[src/rtl/addsub_rr_sched.sv]
// Round-robin scheduler sharing one signed add/sub unit between two requesters.
// Build option ADDSUB_SAT_EN: saturate res_sum on signed overflow (flags still raw).
module addsub_rr_sched #(
  parameter int WIDTH = 16
) (
  input  logic             clk,
  input  logic             rst,
  input  logic             req0_valid,
  output logic             req0_ready,
  input  logic [WIDTH-1:0] req0_a,
  input  logic [WIDTH-1:0] req0_b,
  input  logic             req0_sub,
  input  logic             req1_valid,
  output logic             req1_ready,
  input  logic [WIDTH-1:0] req1_a,
  input  logic [WIDTH-1:0] req1_b,
  input  logic             req1_sub,
  output logic             res_valid,
  input  logic             res_ready,
  output logic [WIDTH-1:0] res_sum,
  output logic             res_cout,
  output logic             res_ovf,
  output logic             res_id
);

  typedef enum logic [1:0] {IDLE, EXEC, DONE} state_t;

  typedef struct packed {
    logic [WIDTH-1:0] a;
    logic [WIDTH-1:0] b;
    logic             sub;
    logic             id;
  } op_t;

  state_t           state, state_nxt;
  op_t              op;
  logic             last_grant;
  logic             gnt_vld, gnt, take;
  logic [WIDTH-1:0] b_eff, sum, sum_out;
  logic [WIDTH:0]   full;
  logic             ovf;

  // Tie goes to whoever did not win last; a lone requester always wins.
  assign gnt_vld    = req0_valid | req1_valid;
  assign gnt        = (req0_valid && req1_valid) ? ~last_grant : req1_valid;
  assign req0_ready = !rst && (state == IDLE) && gnt_vld && !gnt;
  assign req1_ready = !rst && (state == IDLE) && gnt_vld &&  gnt;
  assign take       = req0_ready | req1_ready;

  assign b_eff = op.sub ? ~op.b : op.b;
  assign full  = {1'b0, op.a} + {1'b0, b_eff} + {{WIDTH{1'b0}}, op.sub};
  assign sum   = full[WIDTH-1:0];
  assign ovf   = (op.a[WIDTH-1] == b_eff[WIDTH-1]) && (sum[WIDTH-1] != op.a[WIDTH-1]);

`ifdef ADDSUB_SAT_EN
  always_comb begin
    sum_out = sum;
    if (ovf) sum_out = op.a[WIDTH-1] ? {1'b1, {(WIDTH-1){1'b0}}} : {1'b0, {(WIDTH-1){1'b1}}};
  end
`else
  assign sum_out = sum;
`endif

  always_comb begin
    state_nxt = state;
    case (state)
      IDLE:    if (take) state_nxt = EXEC;
      EXEC:    state_nxt = DONE;
      DONE:    if (res_ready) state_nxt = IDLE;
      default: state_nxt = IDLE;
    endcase
  end

  always_ff @(posedge clk) begin
    if (rst) state <= IDLE;
    else     state <= state_nxt;
  end

  always_ff @(posedge clk) begin
    if (rst) begin
      last_grant <= 1'b1;
      op         <= '0;
      res_valid  <= 1'b0;
      res_sum    <= '0;
      res_cout   <= 1'b0;
      res_ovf    <= 1'b0;
      res_id     <= 1'b0;
    end else begin
      if (take) begin
        op.a       <= gnt ? req1_a   : req0_a;
        op.b       <= gnt ? req1_b   : req0_b;
        op.sub     <= gnt ? req1_sub : req0_sub;
        op.id      <= gnt;
        last_grant <= gnt;
      end
      if (state == EXEC) begin
        res_sum   <= sum_out;
        res_cout  <= full[WIDTH];
        res_ovf   <= ovf;
        res_id    <= op.id;
        res_valid <= 1'b1;
      end
      // Result fields stay put after the handshake; only the valid drops.
      if (state == DONE && res_ready) res_valid <= 1'b0;
    end
  end

endmodule

[config.mk]
export PLATFORM = sky130hd
export DESIGN_NAME = addsub_rr_sched
export DESIGN_NICKNAME = d
export VERILOG_FILES = /design/src/rtl/addsub_rr_sched.sv
export SDC_FILE = /design/constraint.sdc
export NUM_CORES = 1
export LEC_CHECK = 0
export ABC_AREA = 1
export BUFFER_PORTS_ARGS = -buffer_cell sky130_fd_sc_hd__buf_2
export CAP_MARGIN = 20
export CORE_MARGIN = 4
export CORE_UTILIZATION = 40
export CTS_BUF_LIST = sky130_fd_sc_hd__clkbuf_8
export CTS_CLUSTER_DIAMETER = 100
export DETAILED_ROUTE_END_ITERATION = 8
export SLEW_MARGIN = 20
export SYNTH_ARGS = -nofsm -noshare
export SYNTH_HDL_FRONTEND = slang
export SYNTH_SLANG_ARGS = --single-unit
[constraint.sdc]
create_clock -name clk -period 2.91 [get_ports clk]
set_input_delay 0.1455 -clock clk [delete_from_list [all_inputs] [get_ports clk]]
set_output_delay 0.1455 -clock clk [all_outputs]
set_load 0.03 [all_outputs]
Word level (Yosys, flattened, before mapping) --
Cells that the tools add are included.
Storage, ports and cells: register bits after elaboration 57, logic and storage cells 43
Operators by class: add/subtract/negate cells 2, equality and inequality tests 6, muxes and demuxes 8, bitwise logic cells 4, reductions and logical operators 12
Operators by type and width (number):
- $mux 16 | 3
- $add 16x16->17 | 1
- $add 17x1->17 | 1
- $not 16->16 | 1
- $logic_and 1x1->1 | 7
- $pmux 2 s3 | 1
- $mux 2 | 2
- $ne 2x2->1 const B | 2
- $eq 2x1->1 const B | 1
- $eq 2x2->1 const B | 1
- $logic_not 1->1 | 2
- $logic_not 2->1 | 1
- $mux 1 | 2
- $or 1x1->1 | 2
- $reduce_and 2->1 | 1
- $reduce_or 2->1 | 1
- $eq 1x1->1 | 1
- $ne 1x1->1 | 1
- $not 1->1 | 1

Longest topological paths before layout --
depth after elaboration 7, depth in mapped cells 16, depth with buffers taken out 15

Least setup slack after synthesis --
No wires, ideal clock.
path type flip-flop to flip-flop, start point register op[1] (netlist bit), end point register res_sum[14], library setup time 0.109 ns, data arrival time 1.862 ns, slack 0.939 ns, cell stages (with the launch flop) 13, path buffers 2, period minus slack after synthesis 1.971 ns, cell sequence dfxtp_1 > buf_6 > buf_2 > xor2_1 > ha_1 > a21oi_1 > o21ai_0 > a21oi_1 > nand2_1 > nand2_1 > nand3_1 > nand2_1 > inv_1
Between the ends: longest elaborated chain between the ends 3
RTL lines:
- from (decl) | line 36 | op_t op;
- $mux 16 | line 50 | assign b_eff = op.sub ? ~op.b : op.b;
- $add 16x16->17 | line 51 | assign full = {1'b0, op.a} + {1'b0, b_eff} + {{WIDTH{1'b0}}, op.sub};
- $add 17x1->17 (*) | line 51
- to (signal assigned) | line 97 | res_sum <= sum_out;
- to (decl) | line 20 | output logic [WIDTH-1:0] res_sum,
Every way passes the cells marked *; elsewhere a longest branch is shown, timed or not. A chain may end at the register's enable or synchronous reset.

Worst setup path in the final report --
Ends and elaborated chain as after synthesis.

==> reports/metrics.cfg <==
[power_and_ir_drop]
p_comb_share_pct=23.0
swShare_pct=30.34
power_w=0.002350
pwr-share-clk_pct=38.8
power_density_nw_per_um2=590.3
peakVddDrop_v=0.0002536
leakagePower_nw=2.034
pwr-share-seq_pct=38.2
p_int_w=0.001637
p_sw_w=0.0007129

[sta]
min_period_over_period_pct=80.81
finalMaxSlewViolations=0
period_needed_ns=2.352
timing.hold.ws_ns=0.05860
fin_skew_ns=0.007647
setup_viol=0
rsz0062_at_grt=false
worstMarginPinSlew_ns=0.7199
hold_viol=0
tns_ns=0
clock.fmax_mhz=425.2
relSlewSlack_pct=51.89

[floorplanning]
fp.dieH_um=97.66
core_area_um2=7767
die_w_um=97.66
start_util_pct=41.40
dieArea_um2=9537
rows=32
io_pins=93

[grt]
grt_max_degree=49
overflow=0
grt_pass1_vias=3014
grt_first_pass_wirelength_mm=13.88
antenna_found_initial=0
grt_usage_pct=17.62

[placed_design]
dpl.hpwl_mm=6.456
dpl-instance-area_um2=3727
gp_congestion=0.8173
port_buffers=92

[synth]
synth.most_common_cell=nand2_1
synth-async-reset-ratio_pct=0
synth_fp_nets=557
synth.distinct_cells=30
netlist_area_um2=3216
synth_flop_cell=dfxtp_1
syn_avg_cell_area_um2=6.856
yosys_warnings=0
yosys-top-cells-area=dfxtp_1, nand2_1, a31oi_1
ys_ff_latch=57
synth-edff-count=0
yosysSeqAreaShare_pct=35.49
synth_top_area_share_pct=35.49
netlist_instances=469
post-synth-top-area-cell=dfxtp_1
synth_common_cells=nand2_1, dfxtp_1, inv_1

[routing]
detail-route-antenna-nets=0
detail_route.wl_per_cell_um=12.35
vias=3128
vias_per_cell=4.711
drt-total-wl_mm=8.203
first_pass_iters=6
drt_iter0_markers=93
drc=0

[final_layout]
design_area_um2=3980
syn_to_final_growth_pct=23.77
drive_above_1_share_pct=21.35
fill_cells=823
num-nets-final=645
register_area_um2=1141
multi_input_area_um2=1787
antenna_cells=0

[setup_path]
cp-end-kind=flip-flop
critical-path-slowest-cell=dfxtp_1
startpoint_type=flip-flop
worstPathArrival_ns=2.59
path_delay_family=compound AO/OA/AOI/OAI gates
required_ns=3.15
crit_buf_inv=2
r2r_slack_ns=0.56
worstSetupPathType=reg2reg
cpMostUsedCell=nand2_1
critPathMaxFanout=10
slowest_delay_ns=0.57
cp_cell_sequence=buf_12 > xor2_1 > ha_1 > a21oi_1 > o21ai_0 > a21oi_1 > nand2_1 > nand2_1 > nand3_1 > nand2_1 > inv_1

[cts]
cts_sinks=57
clk_pin_slew_ns=0.07
htree_levels=3
post_cts_buffers=0
clk-insertion-delay-late_ns=0.34
cts_tree=done
cts_buffer_depth=2
cts_root_buffer=clkbuf_8
numCtsBuffers=9

[worst_hold_path]
hold_class=in2reg

[run_status]
status=finished, final reports clean

[flow_run]
max_cap_violations=0

layout by cell type (no fill, tap or decap), types with 16 or more instances in the layout:
cell type	count
xor2_1	21
dfxtp_1	57
o21ai_0	17
nand2_1	162
a31oi_1	35
nand3_1	16
a21oi_1	21
ha_1	16
buf_2	92
inv_1	43
nor2_1	37
logic make-up after synthesis:
family                     count (synthesis)  synth area share [%]
xor gates and xnor gates                  23                 6.265
and+or+nand+nor                          225                 27.98
AOI/OAI and AO/OA                         81                 14.47
DFF                                       57                 35.49
adders and majority gates                 17                 6.848
buffers and inverters                     66                 8.949
power groups by stage:
stage	Combinational, W	Clock, W	Sequential, W
floorplan	0.000337	0	0.000958
global placement	0.000539	0	0.000915
detailed placement	0.000542	0	0.000915
CTS	0.000546	0.000933	0.000899
global route	0.000610	0.000967	0.000908
finish	0.000540	0.000912	0.000898
worst min-delay path, stage by stage:
cell,delay (ns)
buf_2,0.09
nand2_1,0.05
a31oi_1,0.06
final timing paths:
check | from | endpoint | cells past startpoint
setup reg to reg | op[1] | res_sum[14] | 11
hold / removal | req0_a[3] | op[21] | 3
hold reg to reg | op[0] | res_id | 2
setup / recovery | op[1] | res_sum[14] | 11
area by class of cell:
class / instances / area share [%]
inverter: 47 / 4.433
tap: 102 / 3.207
clock buffer: 10 / 3.458
clock inverter: 6 / 2.641
sequential: 57 / 28.67
multi-input combinational: 346 / 44.89
timing repair buffer: 96 / 12.70
state kept, by name, indices dropped and copies added (netlist names):
name and flops:
res_id 1, state 2, res_cout 1, res_ovf 1, res_valid 1, op 34, res_sum 16, last_grant 1
layer usage:
layer | up-vias | routed length [µm] | global-route usage [%]
li1 | 1686 | - | -
met1 | 1363 | 4279 | 25.00
met2 | 72 | 3456 | 26.20
met3 | 7 | 409 | 5.169
met4 | 0 | 57 | 4.260
met5 | - | 0 | 0
stage by stage:
step	setup WS [ns]	cells	util [%]
final	0.5583	664	51.24
after global routing	0.3610	664	51.24
after CTS	0.5577	664	51.24
after detailed placement	0.5678	647	47.99
after global placement	0.5407	647	47.99
after floorplan	0.9393	469	-
repair_timing:
action | CTS | global route
hold buffers | 1 | 0
hold endpoints to repair | 1 | 0
resized for setup | 0 | 0
(Power assumes the default switching activity.)
